`src/rtl/alu_pkg.sv`:
```
// Shared types and constants for the ALU issue stage and its testbench.
// Flag indices give the bit position of each ALU flag inside out_flags.
package alu_pkg;

  typedef enum logic [3:0] {
    OP_ADD = 4'd0,
    OP_SUB = 4'd1,
    OP_NOT = 4'd2,
    OP_AND = 4'd3,
    OP_OR  = 4'd4,
    OP_XOR = 4'd5,
    OP_SRL = 4'd6,
    OP_SLL = 4'd7,
    OP_SRA = 4'd8,
    OP_SLA = 4'd9
  } alu_op_e;

  localparam logic [3:0] ALU_OP_MAX = 4'd9;

  localparam int FLAG_N = 3;
  localparam int FLAG_Z = 2;
  localparam int FLAG_C = 1;
  localparam int FLAG_V = 0;

  typedef enum logic [1:0] {
    ST_IDLE = 2'd0,
    ST_EXEC = 2'd1,
    ST_DONE = 2'd2
  } stage_state_e;

endpackage

```
`src/rtl/alu_issue_stage_if.sv`:
```
// Bundle of the issue stage's handshake and ALU-side signals.
// The master side is upstream, consumer and ALU; the slave side is the stage.
interface alu_issue_stage_if #(
  parameter int N     = 8,
  parameter int CNT_W = 16
);

  logic             in_valid;
  logic             in_ready;
  logic [N-1:0]     in_a;
  logic [N-1:0]     in_b;
  logic [3:0]       in_sel;

  logic [N-1:0]     alu_a;
  logic [N-1:0]     alu_b;
  logic [3:0]       alu_sel;
  logic [N-1:0]     alu_result;
  logic             alu_neg;
  logic             alu_zero;
  logic             alu_cout;
  logic             alu_ovf;

  logic             out_valid;
  logic             out_ready;
  logic [N-1:0]     out_result;
  logic [3:0]       out_flags;
  logic [3:0]       out_sel;
  logic             out_err;
  logic [CNT_W-1:0] op_count;

  modport master (
    output in_valid, in_a, in_b, in_sel,
    output alu_result, alu_neg, alu_zero, alu_cout, alu_ovf,
    output out_ready,
    input  in_ready, alu_a, alu_b, alu_sel,
    input  out_valid, out_result, out_flags, out_sel, out_err, op_count
  );

  modport slave (
    input  in_valid, in_a, in_b, in_sel,
    input  alu_result, alu_neg, alu_zero, alu_cout, alu_ovf,
    input  out_ready,
    output in_ready, alu_a, alu_b, alu_sel,
    output out_valid, out_result, out_flags, out_sel, out_err, op_count
  );

endinterface

```
`src/rtl/alu_issue_stage.sv`:
```
// Issue stage around an external combinational ALU: registers one operation,
// captures the ALU response a cycle later and offers it to the consumer.
module alu_issue_stage
  import alu_pkg::*;
#(
  parameter int N     = 8,
  parameter int CNT_W = 16
) (
  input  logic            clk,
  input  logic            rst,
  alu_issue_stage_if.slave bus
);

  localparam logic [CNT_W-1:0] CNT_ONE = {{(CNT_W-1){1'b0}}, 1'b1};

  stage_state_e     state_q, state_d;
  logic [N-1:0]     alu_a_q, alu_a_d;
  logic [N-1:0]     alu_b_q, alu_b_d;
  logic [3:0]       alu_sel_q, alu_sel_d;
  logic [N-1:0]     out_result_q, out_result_d;
  logic [3:0]       out_flags_q, out_flags_d;
  logic [3:0]       out_sel_q, out_sel_d;
  logic             out_err_q, out_err_d;
  logic             out_valid_q, out_valid_d;
  logic [CNT_W-1:0] op_count_q, op_count_d;
  logic             in_ready_s;

  // Next-state, operand latch, result capture and handshake decode.
  always_comb begin
    state_d      = state_q;
    alu_a_d      = alu_a_q;
    alu_b_d      = alu_b_q;
    alu_sel_d    = alu_sel_q;
    out_result_d = out_result_q;
    out_flags_d  = out_flags_q;
    out_sel_d    = out_sel_q;
    out_err_d    = out_err_q;
    op_count_d   = op_count_q;
    in_ready_s   = 1'b0;

    case (state_q)
      ST_IDLE: begin
        in_ready_s = 1'b1;
        if (bus.in_valid) begin
          alu_a_d   = bus.in_a;
          alu_b_d   = bus.in_b;
          alu_sel_d = bus.in_sel;
          state_d   = ST_EXEC;
        end else begin
          state_d = ST_IDLE;
        end
      end
      ST_EXEC: begin
        out_result_d         = bus.alu_result;
        out_flags_d[FLAG_N]  = bus.alu_neg;
        out_flags_d[FLAG_Z]  = bus.alu_zero;
        out_flags_d[FLAG_C]  = bus.alu_cout;
        out_flags_d[FLAG_V]  = bus.alu_ovf;
        out_sel_d            = alu_sel_q;
        out_err_d            = (alu_sel_q > ALU_OP_MAX);
        state_d              = ST_DONE;
      end
      ST_DONE: begin
        // Releasing the result frees the operand registers in the same cycle.
        in_ready_s = bus.out_ready;
        if (bus.out_ready) begin
          op_count_d = op_count_q + CNT_ONE;
          if (bus.in_valid) begin
            alu_a_d   = bus.in_a;
            alu_b_d   = bus.in_b;
            alu_sel_d = bus.in_sel;
            state_d   = ST_EXEC;
          end else begin
            state_d = ST_IDLE;
          end
        end else begin
          state_d = ST_DONE;
        end
      end
      default: begin
        state_d = ST_IDLE;
      end
    endcase

    out_valid_d = (state_d == ST_DONE);
  end

  // State and datapath registers with synchronous reset.
  always_ff @(posedge clk) begin
    if (rst) begin
      state_q      <= ST_IDLE;
      alu_a_q      <= {N{1'b0}};
      alu_b_q      <= {N{1'b0}};
      alu_sel_q    <= 4'd0;
      out_result_q <= {N{1'b0}};
      out_flags_q  <= 4'd0;
      out_sel_q    <= 4'd0;
      out_err_q    <= 1'b0;
      out_valid_q  <= 1'b0;
      op_count_q   <= {CNT_W{1'b0}};
    end else begin
      state_q      <= state_d;
      alu_a_q      <= alu_a_d;
      alu_b_q      <= alu_b_d;
      alu_sel_q    <= alu_sel_d;
      out_result_q <= out_result_d;
      out_flags_q  <= out_flags_d;
      out_sel_q    <= out_sel_d;
      out_err_q    <= out_err_d;
      out_valid_q  <= out_valid_d;
      op_count_q   <= op_count_d;
    end
  end

  assign bus.in_ready   = in_ready_s;
  assign bus.alu_a      = alu_a_q;
  assign bus.alu_b      = alu_b_q;
  assign bus.alu_sel    = alu_sel_q;
  assign bus.out_valid  = out_valid_q;
  assign bus.out_result = out_result_q;
  assign bus.out_flags  = out_flags_q;
  assign bus.out_sel    = out_sel_q;
  assign bus.out_err    = out_err_q;
  assign bus.op_count   = op_count_q;

endmodule

```
`src/flat_wrapper.sv`:
```
// flat-port wrapper written by rule: the top's interface ports become plain ports
module alu_issue_stage_flat import alu_pkg::*;
#(
  parameter int N     = 8,
  parameter int CNT_W = 16
)
  (clk, rst, bus_in_valid, bus_in_a, bus_in_b, bus_in_sel, bus_alu_result, bus_alu_neg, bus_alu_zero, bus_alu_cout, bus_alu_ovf, bus_out_ready, bus_in_ready, bus_alu_a, bus_alu_b, bus_alu_sel, bus_out_valid, bus_out_result, bus_out_flags, bus_out_sel, bus_out_err, bus_op_count);
  alu_issue_stage_if #(.N(N), .CNT_W(CNT_W)) bus_i ();
  input  logic clk;
  input  logic rst;
  input wire logic [$bits(bus_i.in_valid)-1:0] bus_in_valid;
  input wire logic [$bits(bus_i.in_a)-1:0] bus_in_a;
  input wire logic [$bits(bus_i.in_b)-1:0] bus_in_b;
  input wire logic [$bits(bus_i.in_sel)-1:0] bus_in_sel;
  input wire logic [$bits(bus_i.alu_result)-1:0] bus_alu_result;
  input wire logic [$bits(bus_i.alu_neg)-1:0] bus_alu_neg;
  input wire logic [$bits(bus_i.alu_zero)-1:0] bus_alu_zero;
  input wire logic [$bits(bus_i.alu_cout)-1:0] bus_alu_cout;
  input wire logic [$bits(bus_i.alu_ovf)-1:0] bus_alu_ovf;
  input wire logic [$bits(bus_i.out_ready)-1:0] bus_out_ready;
  output wire logic [$bits(bus_i.in_ready)-1:0] bus_in_ready;
  output wire logic [$bits(bus_i.alu_a)-1:0] bus_alu_a;
  output wire logic [$bits(bus_i.alu_b)-1:0] bus_alu_b;
  output wire logic [$bits(bus_i.alu_sel)-1:0] bus_alu_sel;
  output wire logic [$bits(bus_i.out_valid)-1:0] bus_out_valid;
  output wire logic [$bits(bus_i.out_result)-1:0] bus_out_result;
  output wire logic [$bits(bus_i.out_flags)-1:0] bus_out_flags;
  output wire logic [$bits(bus_i.out_sel)-1:0] bus_out_sel;
  output wire logic [$bits(bus_i.out_err)-1:0] bus_out_err;
  output wire logic [$bits(bus_i.op_count)-1:0] bus_op_count;
  assign bus_i.in_valid = bus_in_valid;
  assign bus_i.in_a = bus_in_a;
  assign bus_i.in_b = bus_in_b;
  assign bus_i.in_sel = bus_in_sel;
  assign bus_i.alu_result = bus_alu_result;
  assign bus_i.alu_neg = bus_alu_neg;
  assign bus_i.alu_zero = bus_alu_zero;
  assign bus_i.alu_cout = bus_alu_cout;
  assign bus_i.alu_ovf = bus_alu_ovf;
  assign bus_i.out_ready = bus_out_ready;
  assign bus_in_ready = bus_i.in_ready;
  assign bus_alu_a = bus_i.alu_a;
  assign bus_alu_b = bus_i.alu_b;
  assign bus_alu_sel = bus_i.alu_sel;
  assign bus_out_valid = bus_i.out_valid;
  assign bus_out_result = bus_i.out_result;
  assign bus_out_flags = bus_i.out_flags;
  assign bus_out_sel = bus_i.out_sel;
  assign bus_out_err = bus_i.out_err;
  assign bus_op_count = bus_i.op_count;
  alu_issue_stage #(.N(N), .CNT_W(CNT_W)) u_core (.clk(clk), .rst(rst), .bus(bus_i));
endmodule
```
`config.mk`:
```
export PLATFORM = sky130hd
export DESIGN_NAME = alu_issue_stage_flat
export DESIGN_NICKNAME = d
export VERILOG_FILES = /design/src/rtl/alu_pkg.sv /design/src/rtl/alu_issue_stage_if.sv /design/src/rtl/alu_issue_stage.sv /design/src/flat_wrapper.sv
export SDC_FILE = /design/constraint.sdc
export NUM_CORES = 1
export LEC_CHECK = 0
export ABC_CLOCK_PERIOD_IN_PS = 1900
export CORE_MARGIN = 5
export CORE_UTILIZATION = 42
export DETAILED_ROUTE_END_ITERATION = 12
export GPL_TIMING_DRIVEN = 0
export PLACE_DENSITY = 0.79
export SYNTH_ARGS = -nofsm -noshare
export SYNTH_HDL_FRONTEND = slang
export SYNTH_SLANG_ARGS = --single-unit
export TNS_END_PERCENT = 1
```
`constraint.sdc`:
```
create_clock -name clk -period 1.9 [get_ports clk]
set_input_delay 0.19 -clock clk [delete_from_list [all_inputs] [get_ports clk]]
set_output_delay 0.19 -clock clk [all_outputs]
set_load 0.02 [all_outputs]
```
; ---- Yosys cells after proc, flatten, opt, wreduce, memory -nomap -nowiden
; Index checks and enable logic that the tools add are counted.
[totals]
reg_bits = 56
latchBits = 0
ramBits = 0
romBits = 0
input_bits = 36
output_inout_bits = 55
wordCells = 33
n_memories = 0
[classes]
n_addsub = 1
multipliers = 0
n_div = 0
n_lt_le_gt_ge = 1
eq_ne = 4
shift = 0
mux = 13
bitwise = 0
reduce_logical = 4
[op_table]
columns = op, n
row1 = 8-bit two-way mux, 4
row2 = 8-bit one-hot mux with 2 select lines, 2
row3 = 16-bit by 1-bit adder with 16-bit output (second input constant), 1
row4 = 4-bit two-way mux, 2
row5 = 4-bit one-hot mux with 2 select lines, 1
row6 = 2-bit one-hot mux with 3 select lines, 1
row7 = 2-bit equality test (second input constant), 2
row8 = 4-bit greater-than comparator (second input constant), 1
row9 = 2-bit AND reduction, 2
row10 = 2-bit by 1-bit equality test with 1-bit output (second input constant), 1
row11 = 2-bit logical NOT, 1
row12 = 2-bit two-way mux, 1
row13 = 2-bit != test (second input constant), 1
row14 = 1-bit one-hot mux with 2 select lines, 1
row15 = 2-bit nonzero test, 1
row16 = 1-bit two-way mux, 1

; ---- Depth between registers and ports, before layout
; Gate-level depths: netlist of run 1.
[depth]
word_depth = 4
mapped_depth = 6
mapped_depth_nobuf = 5

; ---- Least setup slack after synthesis of run 1
; Ideal clock, no wire load.
[synth_timing]
path_type = flip-flop to flip-flop
from = register u_core.op_count_q[2], in the netlist u_core.bus.op_count[2]
to = register u_core.op_count_q[14], in the netlist u_core.bus.op_count[14]
arrival_ns = 1.421
slack_ns = 0.358
stages_incl_launch_ff = 5
path_buffers = 0
cell_sequence = dfxtp_1 nand4b_4 nor3_2 and3_1 mux2_2
[synth_between]
elab_chain_cells = 1
[synth_rtl]
columns = item, line
row1 = "start, declared", alu_issue_stage.sv:25  ; logic [CNT_W-1:0] op_count_q, op_count_d;
row2 = "start signal, assigned", alu_issue_stage.sv:100  ; op_count_q <= {CNT_W{1'b0}};
row3 = "start signal, assigned", alu_issue_stage.sv:111  ; op_count_q <= op_count_d;
row4 = 16-bit by 1-bit adder with 16-bit output, alu_issue_stage.sv:67  ; op_count_d = op_count_q + CNT_ONE;
; No other way between the ends.
; A chain may end at the register's enable or synchronous reset.

; ---- Worst setup path in the final report of run 1
[layout_timing]
from = register u_core.op_count_q[3], in the netlist u_core.bus.op_count[3]
to = output port bus_op_count[3]
[layout_rtl]
columns = item, line
row1 = "end, declared", flat_wrapper.sv:30  ; output wire logic [$bits(bus_i.op_count)-1:0] bus_op_count;
; No word-level cell between the ends.

==> results of run 1 <==
[layer usage]
metal / part of all wire (%) / vias up / track usage, %
li1: - / 985 / -
met1: 41 / 867 / 19.1
met2: 47 / 70 / 28.0
met3: 11 / 5 / 8.35
met4: 0.96 / 0 / 5.56
met5: 0 / - / 0
[flip-flops by register name, indices dropped and copies added (netlist names)]
| register | cells |
|---|---|
| u_core.bus.out_valid | 1 |
| u_core.bus.alu_sel | 4 |
| u_core.state_q | 2 |
| u_core.bus.out_sel | 4 |
| u_core.bus.alu_b | 8 |
| u_core.bus.alu_a | 8 |
| u_core.bus.op_count | 16 |
| u_core.bus.out_result | 8 |
| u_core.bus.out_flags | 4 |
| u_core.bus.out_err | 1 |
[how the worst max path moves through the flow]
stage                                 from                 endpoint  slack, ps  depth (start not counted)
floorplan           u_core.bus.op_count[2]  u_core.bus.op_count[14]        360                          4
global placement             bus_out_ready             bus_in_ready         30                          4
detailed placement           bus_out_ready             bus_in_ready         20                          4
CTS                          bus_out_ready             bus_in_ready         10                          4
global route        u_core.bus.op_count[3]          bus_op_count[3]        180                          1
finish              u_core.bus.op_count[3]          bus_op_count[3]        250                          1
[kinds of logic after synthesis]
logic type	Yosys count	synth area share, %
and+or+nand+nor	101	23.3
muxes	23	10.5
adders and majority gates	1	0.563
AOI/OAI and AO/OA	28	7.43
buffers and inverters	17	3.88
xor gates and xnor gates	10	3.94
DFF	56	50.4
[per-stage QoR]
stage | cells | setup slack [ps] | hold slack (ps) | total power (W)
6_report | 404 | 245 | 427 | 0.00239
5_1_grt | 404 | 176 | 440 | 0.00249
4_1_cts | 404 | 10.9 | 419 | 0.00242
3_5_place_dp | 396 | 23.2 | 446 | 0.00166
3_3_place_gp | 396 | 34.8 | 438 | 0.00165
2_1_floorplan | 236 | 358 | 326 | 0.00146
[placed cells by master, fill, tap and decap left out, types with 2 or more instances in the layout]
cell,instances
sky130_fd_sc_hd__buf_1,5
sky130_fd_sc_hd__clkbuf_8,5
sky130_fd_sc_hd__nand2_1,36
sky130_fd_sc_hd__nor2b_1,3
sky130_fd_sc_hd__nand3_1,4
sky130_fd_sc_hd__dfxtp_1,56
sky130_fd_sc_hd__xor2_1,3
sky130_fd_sc_hd__nor3_1,2
sky130_fd_sc_hd__buf_2,3
sky130_fd_sc_hd__xnor2_1,7
sky130_fd_sc_hd__and3_1,5
sky130_fd_sc_hd__buf_6,2
sky130_fd_sc_hd__clkbuf_1,2
sky130_fd_sc_hd__mux2i_1,21
sky130_fd_sc_hd__nand4_1,4
sky130_fd_sc_hd__nand2b_1,2
sky130_fd_sc_hd__a21oi_1,23
sky130_fd_sc_hd__nor2_1,34
sky130_fd_sc_hd__inv_1,5
sky130_fd_sc_hd__nor3_2,2
sky130_fd_sc_hd__clkdlybuf4s50_1,89
[Yosys cell counts]
cell / count
sky130_fd_sc_hd__a211oi_4: 1
sky130_fd_sc_hd__a21o_2: 1
sky130_fd_sc_hd__a21oi_1: 23
sky130_fd_sc_hd__a31o_2: 1
sky130_fd_sc_hd__and2_1: 1
sky130_fd_sc_hd__and3_1: 5
sky130_fd_sc_hd__and4_1: 1
sky130_fd_sc_hd__and4b_1: 1
sky130_fd_sc_hd__buf_1: 5
sky130_fd_sc_hd__buf_2: 3
sky130_fd_sc_hd__buf_4: 1
sky130_fd_sc_hd__buf_6: 2
sky130_fd_sc_hd__clkbuf_1: 1
sky130_fd_sc_hd__dfxtp_1: 56
sky130_fd_sc_hd__ha_1: 1
sky130_fd_sc_hd__inv_1: 5
sky130_fd_sc_hd__mux2_1: 1
sky130_fd_sc_hd__mux2_2: 1
sky130_fd_sc_hd__mux2i_1: 21
sky130_fd_sc_hd__nand2_1: 36
sky130_fd_sc_hd__nand2b_1: 2
sky130_fd_sc_hd__nand3_1: 4
sky130_fd_sc_hd__nand4_1: 4
sky130_fd_sc_hd__nand4_4: 1
sky130_fd_sc_hd__nand4b_4: 1
sky130_fd_sc_hd__nor2_1: 34
sky130_fd_sc_hd__nor2_2: 1
sky130_fd_sc_hd__nor2b_1: 3
sky130_fd_sc_hd__nor3_1: 2
sky130_fd_sc_hd__nor3_2: 2
sky130_fd_sc_hd__nor4_2: 1
sky130_fd_sc_hd__nor4_4: 1
sky130_fd_sc_hd__o211ai_1: 1
sky130_fd_sc_hd__o21ai_0: 1
sky130_fd_sc_hd__or3_2: 1
sky130_fd_sc_hd__xnor2_1: 7
sky130_fd_sc_hd__xor2_1: 3
[layout make-up]
cell class,instances,area share (%)
tap,70,2.64
timing repair buffer,90,27.2
clock inverter,2,1.05
sequential,56,33.7
clock buffer,6,2.18
inverter,5,0.565
buffer,12,2.03
multi-input combinational,163,30.6
[power by group through the flow]
stage	Clock [W]	Combinational, W	Sequential, W
final	0.000765	0.000379	0.00125
after global placement	0	0.000376	0.00127
after floorplan	0	0.000129	0.00133
after detailed placement	0	0.000382	0.00128
after CTS	0.000787	0.000385	0.00125
after global routing	0.000822	0.000410	0.00126
[timing repair]
action	CTS	global route
resized for setup	0	1
endpoints found under the setup margin	0	1
buffers inserted	0	0
hold buffers	0	0
==> qor.yml, run 1 <==
post_synth_num_cell_types: 37
core_region_area_um2: 5140
timing.hold.worst.start: "bus_alu_result[1]"
synth_area_um2: 2220
number_of_global_route_vias_before_repair: 1968
post-route-cell-area_um2: 3320
startpoint_class: "register"
hold_violations: 0
detailed_route_wire_length_per_cell_um: 13.9
timing.critical_path.arrival_ps: 1460
placed_instance_area_um2: 3210
netlist_top_cells_area: "sky130_fd_sc_hd__dfxtp_1, sky130_fd_sc_hd__mux2i_1, sky130_fd_sc_hd__nand2_1, sky130_fd_sc_hd__nor2_1, sky130_fd_sc_hd__a21oi_1"
finalSetupViolations: 0
place.detailed.hpwl_mm: 4.20
cp.required_ps: 1710
cts.htree.levels: 2
numCtsBuffers: 5
critPathMaxFanout: 8
finalWirelength_mm: 5.61
floorplan.die.height_um: 82.8
critical_path_class: "reg2out"
floorplan.die_area_um2: 6850
yosysSeqAreaShare_pct: 50.4
clock_power_share_pct: 32.0
sequential_cell_area_um2: 1120
port_buffers: 90
post-route-drc-count: 0
gr-usage-all-layers_pct: 17.0
number_of_antenna_violations_at_the_first_check_in_global_routing: 0
p_leak_nw: 1.27
clkSlewWorstSetupHoldPaths_ps: 100
regToRegStartpoint: "u_core.bus.op_count[2]"
cts-root-buf: "sky130_fd_sc_hd__clkbuf_8"
routabilityCongestion: 0.783
p_int_w: 0.00181
fp.dieW_um: 82.8
initial_core_util_pct: 43.3
seqPwrFrac_pct: 52.2
rsz_0062_raised_after_global_routing: "false"
clock_latency_ps: 300
maxSlewHeadroom_pct: 65.6
clk_path_buf_depth: 2
synthesis.yosys.warnings: 0
synthToLayoutAreaGrowth_pct: 49.4
ys_ff_latch: 56
clock-sinks: 56
total_switching_power_w: 0.000582
crit_path_top_delay_cell: "sky130_fd_sc_hd__clkdlybuf4s50_1"
grt_max_degree: 17
timing_worst_slew_pin_value_ps: 516
grt_remaining_overflow: 0
status: "finished clean"
core.rowCount: 26
worstHoldEndpoint: "u_core.bus.out_result[1]"
tritoncts: "yes"
slew_viol_final: 0
clock_skew_ps: 6.13
n_antenna_cell: 0
synth_largest_type_area_fraction_pct: 50.4
postLayoutCoreUtil_pct: 64.6
comb_power_share_pct: 15.8
detail_route.vias_per_cell: 4.77
netlist_instances: 236
ioPinCount: 91
synth_nets: 273
reg2reg_slack_ps: 340
timing.critical_path.slowest_cell_delay_ps: 660
r2r_end: "u_core.bus.op_count[14]"
powerDensity_nw_per_um2: 720
timing.reg2reg.worst_path_depth: 4
grt_pass1_wl_mm: 8.90
share_of_cells_above_drive_strength_1_pct: 7.49
ant_nets: 0
max_cap_violations: 0
postSynthAreaPerCell_um2: 9.42
crit_buf_inv: 1
worst_setup_path_end_kind: "output port"
iteration_count_of_the_initial_detailed_routing_pass: 4
achievable-frequency_ghz: 0.604
num_vias: 1927
area_of_combinational_cells_with_multiple_inputs_um2: 1020
fin_setup_tns_ps: 0
critical-path-top-delay-family: "buffers and inverters"
min_delay_path_depth: 3
min_path_type: "in2reg"
ordered_list_of_cells_on_the_worst_path: "clkdlybuf4s50_1"
swShare_pct: 24.3
ir_drop_mv: 0.504
layout.filler_cells: 456
design.final.nets: 370
first_iter_violations: 51
netlist.top_cell.by_area: "sky130_fd_sc_hd__dfxtp_1"
final.period_utilization_pct: 87.1
post-route-min-period_ps: 1650
No activity file was read; power rests on OpenSTA's default activity.
==> run 2, diff against run 1 <==
--- a/config.mk
+++ b/config.mk
@@ -8,6 +8,7 @@
 export ABC_CLOCK_PERIOD_IN_PS = 1900
 export CORE_MARGIN = 5
 export CORE_UTILIZATION = 42
+export CTS_CLUSTER_SIZE = 28
 export DETAILED_ROUTE_END_ITERATION = 12
 export GPL_TIMING_DRIVEN = 0
 export PLACE_DENSITY = 0.79
==> results of run 2 <==
Same layout as run 1: the final DEF is identical, and so are final timing and power.
==> run 3, diff against run 2 <==
--- a/config.mk
+++ b/config.mk
@@ -12,6 +12,8 @@
 export DETAILED_ROUTE_END_ITERATION = 12
 export GPL_TIMING_DRIVEN = 0
 export PLACE_DENSITY = 0.79
+export SKIP_CTS_REPAIR_TIMING = 1
+export SLEW_MARGIN = 20
 export SYNTH_ARGS = -nofsm -noshare
 export SYNTH_HDL_FRONTEND = slang
 export SYNTH_SLANG_ARGS = --single-unit
==> results of run 3 <==
Same layout as run 1: the final DEF is identical, and so are final timing and power.
